$ cat src/rtl/inst_fetch_unit.sv
// Instruction fetch unit: one outstanding request to instruction memory and one
// instruction in flight. Optional alignment checking is enabled by IFU_ALIGN_CHECK_EN.
module inst_fetch_unit #(
    parameter int unsigned       ADDR_W   = 32,
    parameter logic [ADDR_W-1:0] RESET_PC = 32'h8000_0000
) (
    input  logic              clk,
    input  logic              rst_n,

    output logic              imem_req_valid,
    input  logic              imem_req_ready,
    output logic [ADDR_W-1:0] imem_addr,
    input  logic              imem_rsp_valid,
    input  logic [31:0]       imem_rsp_data,
    input  logic              imem_rsp_err,

    output logic              inst_valid,
    input  logic              inst_ready,
    output logic [31:0]       inst,
    output logic [ADDR_W-1:0] inst_pc,

    input  logic              npc_valid,
    input  logic [ADDR_W-1:0] npc,

    output logic              fetch_err,
    output logic [31:0]       fetch_cnt
);

    typedef enum logic [2:0] {
        S_REQ  = 3'd0,
        S_RSP  = 3'd1,
        S_OUT  = 3'd2,
        S_WAIT = 3'd3,
        S_HALT = 3'd4
    } state_e;

`ifdef IFU_ALIGN_CHECK_EN
    localparam state_e RESET_STATE = (RESET_PC[1:0] != 2'b00) ? S_HALT : S_REQ;
`else
    localparam state_e RESET_STATE = S_REQ;
`endif

    state_e            state_q, state_d;
    logic [ADDR_W-1:0] pc_q, pc_d;
    logic [31:0]       inst_q, inst_d;
    logic [ADDR_W-1:0] inst_pc_q, inst_pc_d;
    logic [31:0]       cnt_q, cnt_d;

    always_ff @(posedge clk or negedge rst_n) begin
        if (!rst_n) begin
            state_q   <= RESET_STATE;
            pc_q      <= RESET_PC;
            inst_q    <= '0;
            inst_pc_q <= '0;
            cnt_q     <= '0;
        end else begin
            state_q   <= state_d;
            pc_q      <= pc_d;
            inst_q    <= inst_d;
            inst_pc_q <= inst_pc_d;
            cnt_q     <= cnt_d;
        end
    end

    always_comb begin
        state_d   = state_q;
        pc_d      = pc_q;
        inst_d    = inst_q;
        inst_pc_d = inst_pc_q;
        cnt_d     = cnt_q;

        unique case (state_q)
            S_REQ: begin
                if (imem_req_ready) begin
                    state_d = S_RSP;
                end
            end
            S_RSP: begin
                // Responses arriving in any other state are stray and dropped.
                if (imem_rsp_valid) begin
                    if (imem_rsp_err) begin
                        state_d = S_HALT;
                    end else begin
                        inst_d    = imem_rsp_data;
                        inst_pc_d = pc_q;
                        state_d   = S_OUT;
                    end
                end
            end
            S_OUT: begin
                if (inst_ready) begin
                    cnt_d   = cnt_q + 32'd1;
                    state_d = S_WAIT;
                end
            end
            S_WAIT: begin
                // npc is only honoured here, so a commit coincident with the
                // decode handshake is ignored by construction.
                if (npc_valid) begin
                    pc_d = npc;
`ifdef IFU_ALIGN_CHECK_EN
                    if (npc[1:0] != 2'b00) begin
                        state_d = S_HALT;
                    end else begin
                        state_d = S_REQ;
                    end
`else
                    state_d = S_REQ;
`endif
                end
            end
            S_HALT: begin
                state_d = S_HALT;
            end
            default: begin
                state_d = S_HALT;
            end
        endcase
    end

    // rst_n gates the request so outputs read zero while reset is held, yet the
    // first request appears in the very first cycle after release.
    assign imem_req_valid = rst_n && (state_q == S_REQ);
    assign imem_addr      = imem_req_valid ? pc_q : '0;
    assign inst_valid     = (state_q == S_OUT);
    assign inst           = inst_q;
    assign inst_pc        = inst_pc_q;
    assign fetch_err      = rst_n && (state_q == S_HALT);
    assign fetch_cnt      = cnt_q;

endmodule
$ cat config.mk
export PLATFORM = sky130hd
export DESIGN_NAME = inst_fetch_unit
export DESIGN_NICKNAME = d
export VERILOG_FILES = /design/src/rtl/inst_fetch_unit.sv
export SDC_FILE = /design/constraint.sdc
export NUM_CORES = 1
export LEC_CHECK = 0
export ABC_AREA = 1
export BUFFER_PORTS_ARGS = -buffer_cell sky130_fd_sc_hd__buf_4
export CAP_MARGIN = 20
export CORE_MARGIN = 2
export CORE_UTILIZATION = 55
export CTS_BUF_LIST = sky130_fd_sc_hd__clkbuf_8
export CTS_CLUSTER_DIAMETER = 60
export DETAILED_ROUTE_END_ITERATION = 7
export HOLD_SLACK_MARGIN = 0.08
export PLACE_DENSITY = 0.86
export RECOVER_POWER = 50
export SYNTH_ARGS = -nofsm -noshare
export SYNTH_HDL_FRONTEND = slang
export SYNTH_SLANG_ARGS = --single-unit
$ cat constraint.sdc
create_clock -name clk -period 2.75 [get_ports clk]
set_input_delay 0.1375 -clock clk [delete_from_list [all_inputs] [get_ports clk]]
set_output_delay 0.1375 -clock clk [all_outputs]
set_load 0.01 [all_outputs]
After elaboration in Yosys (flattened, before gate mapping)

Cells that the tools add are included.

Flip-flop bits (word level): 131
Input bits: 71
Output and inout bits: 131

Add/sub/neg operators: 1
Equal/unequal tests: 8
Mux-type cells: 7
Bitwise gates (word level): 1
Reductions and logical operators: 7

Operators with widths:

| kind                                                            | number |
|---|---|
| 32-bit by 1-bit adder with 32-bit output, second input constant | 1 |
| 32-bit 2-to-1 mux                                               | 1 |
| 3-bit 2-to-1 mux                                                | 5 |
| 3-bit one-hot mux with 4 select lines                           | 1 |
| 3-bit by 2-bit == test with 1-bit output, second input constant | 2 |
| 2-bit != test, second input constant                            | 3 |
| 2-bit AND reduction                                             | 2 |
| 4-bit AND reduction                                             | 1 |
| 3-bit by 1-bit == test with 1-bit output, second input constant | 1 |
| 3-bit == test, second input constant                            | 1 |
| 3-bit logical NOT                                               | 1 |
| 3-bit AND reduction                                             | 1 |
| 1-bit logical AND                                               | 2 |
| 2-bit by 1-bit != test with 1-bit output, second input constant | 1 |
| 1-bit NOT                                                       | 1 |

Depth between registers and ports, before layout

Depth in word-level cells: 3
Depth in mapped cells: 10
Depth with buffers taken out: 10

Least setup slack after synthesis

No wires, ideal clock.

Kind: reg-to-reg
From: register cnt_q[0] (netlist: fetch_cnt[0])
To: register cnt_q[16] (netlist: fetch_cnt[16])
Setup time: 0.113 ns
Data arrival time: 1.328 ns
Required time: 2.637 ns
Slack: 1.309 ns
Cell stages (with the launch flop): 11
Path buffers: 0
Period minus slack after synthesis: 1.441 ns
Cell sequence: dfrtp_1 -> ha_1 -> inv_1 -> nor2_1 -> nand2_1 -> nor2_4 -> nand2_1 -> nor2_1 -> nand2_1 -> nand2_1 -> inv_1

Word-level cells in the longest chain between the ends: 1

RTL lines:

| item                                     | line | text |
|---|---|---|
| start: declaration                       | 47   | `logic [31:0] cnt_q, cnt_d;` |
| start signal: assignment                 | 61   | `cnt_q <= cnt_d;` |
| 32-bit by 1-bit adder with 32-bit output | 92   | `cnt_d = cnt_q + 32'd1;` |

Every way passes these cells.
A chain may end at the register's enable or synchronous reset.

==> flow_summary.toml <==
[outcome]
status = "finished with violations"
violations = "capacitance limit, slew limit"

[timing]
fin_crit_ns = 2.11
slew_viol_final = 72
fin_crit_sh_pct = 76.8
fin_hold_ws_ns = 0.171
setup_slack_ns = 0.637
setup_viol = 0
fmax_ghz = 0.473
skew_ns = 0.0143
tns_ns = 0
slew_headroom_pct = -16.4
tightest_slew_ns = 1.75
hold_viol = 0
rsz0062_at_grt = "no"

[global_routing]
grt_max_degree = 90
antenna_found_initial = 0
track_usage_pct = 32.5
grt_pass1_vias = 5841
overflow = 0
grt_pass1_wl_mm = 28.6

[cts]
insertion_delay_ns = 0.42
htreeDepth = 4
numClockSinks = 131
path_clk_slew_ns = 0.07
cts_tree = "built"
clockRootBuffer = "clkbuf_8"
cts_buffer_depth = 2
cts_buffers = 17

[synth]
synth_area_per_cell_sq_um = 8.65
ys_warn_count = 0
synth.yosys.seq_area_share_pct = 56.1
synth_fp_nets = 748
synth_seq_cells = 131
syn_area_sq_um = 5840
synthCells = 676
synth.distinct_cells = 32

[placement]
numPortBuffers = 201
dp_slack_ns = 0.891
place.gp.congestion = 0.860
hpwl_mm = 10.5
place_area_sq_um = 7430

[cells_and_area]
finalInstanceArea_sq_um = 8100
fillCellCount = 706
n_antenna_cell = 0
drive_gt1_share_pct = 17.0
final_common_cell = "nand2_1"
final_cell_mix = "147 x nand2_1, 130 x dfrtp_1, 106 x buf_4, 99 x inv_1, 98 x nor2_1"
syn_to_final_growth_pct = 38.5
final_nets = 1017

[worst_setup_path]
worst-path-max-fanout = 71
path_class = "input pin to asynchronous set/reset pin"
crit_arrival_ns = 2.31
worst_setup_path_end_kind = "asynchronous set/reset pin"
cp.required_ns = 2.94
startpoint_type = "input pin"
crit_start = "rst_n"
timing.rr.start = "state_q[1]$_DFFE_PN0P_"

[detailed_routing]
via_per_inst = 5.29
ant_nets = 0
route.detailed.drc = 0
vias = 5785
drt_pre_antenna_iters = 5
drtIter0Drc = 392
totalWireLength_mm = 18.0
avgRoutedWirePerCell_um = 16.4

[floorplan]
fp.dieArea_sq_um = 11500
io-pin-count = 202
start_util_pct = 56.6
dieWidth_um = 107
coreArea_sq_um = 10300
fp.dieH_um = 107
rows = 37

[power]
powerDensity_nw_per_um2 = 897
finalPower_uw = 7270
p_leak_uw = 0.00414
ir_drop_mv = 0.585

[flow_run]
drv_cap = 1

[hold_path]
hold_class = "input pin to flop"
hold_path_startpoint = "inst_ready"
-- power breakdown --
group / switching, uW / internal [uW] / total [uW]
clock: 737 / 707 / 1440
sequential: 470 / 2670 / 3140
combinational: 1700 / 981 / 2680
-- final cells by class --
cell class	count	area [sq um]	share of cell area, %
clock inverters	11	63.8	0.788
multi-input cells	422	2050	25.3
clock buffers	21	289	3.57
flip-flops and latches	131	3280	40.5
repair buffers	274	1870	23.1
inverters	99	372	4.59
well taps	136	170	2.10
-- logic make-up after synthesis --
family          count (synthesis)  share of synthesized area, %
simple gates                  300                          22.8
fa+ha+maj                       1                         0.214
flops                         131                          56.1
compound gates                101                          8.73
xor+xnor                       20                          3.13
buf+inv                       123                          8.99
-- per-stage QoR --
| stage | util [%] | std cells |
|---|---|---|
| final | 78.4 | 1094 |
| after global routing | 78.4 | 1094 |
| after CTS | 82.0 | 1094 |
| after detailed placement | 72.0 | 994 |
| after global placement | 72.0 | 994 |
| after floorplan | - | 676 |
-- flip-flops by register name (all words and copies together) (netlist names) --
register and cells:
fetch_cnt 32, inst 32, inst_pc 32, pc_q 32, state_q 3
-- worst max-delay path, cell delays in order --
cell and delay, ns:
dlygate4sd3_1 0.52, clkbuf_1 0.28, clkbuf_2 1.33
-- repair_timing --
item,CTS,global route
hold buffers,68,0
buffers inserted,0,0
setup endpoints to repair,0,0
endpoints found under the hold margin,196,0
gates resized for setup,0,0
-- synth_stat cells --
cell      instances  area (sq um)
ha_1              1          12.5
clkbuf_1          3          11.3
o21ai_1          64           320
nand2_1         147           552
dfstp_2           1          26.3
nor3_1            4          20.0
nand2_4           1          11.3
dfrtp_1         130          3250
buf_2            15          75.1
o21bai_1          1          7.51
nor2_1           98           368
inv_1            96           360
nor3_2            2          20.0
nor4_1            1          6.26
and2_1            1          6.26
xor2_2            1          16.3
a21oi_1          34           170
xnor2_1          11          96.3
buf_6             6          67.6
nor3_4            2          32.5
nand3_1          15          75.1
nor2_2            3          18.8
inv_2             3          11.3
o21ai_0           1          5.00
nand3_4           1          17.5
o211ai_1          1          7.51
nor2_4            6          67.6
nand3b_1          5          37.5
nand4_1          10          62.6
nor2_8            1          20.0
nand2_2           3          18.8
xor2_1            8          70.1
-- layer usage --
metal,routed length [um],GRT usage [%]
met3,1380,8.09
met1,6670,38.4
met5,0,0
met4,734,16.0
met2,9200,55.5
-- final timing paths --
path | depth (start not counted) | slack [ns] | endpoint
worst max-delay path | 3 | 0.64 | inst_pc[10]$_DFFE_PN0P_
worst min-delay path | 5 | 0.17 | state_q[2]$_DFFE_PN0P_
worst max register to register | 5 | 0.76 | inst_pc[4]$_DFFE_PN0P_
worst min register to register | 2 | 0.50 | inst_pc[0]$_DFFE_PN0P_
max in group clk | 5 | 0.76 | inst_pc[4]$_DFFE_PN0P_
min in group asynchronous | 3 | 0.94 | inst[12]$_DFFE_PN0P_
Power figures use the tool's default switching activity.
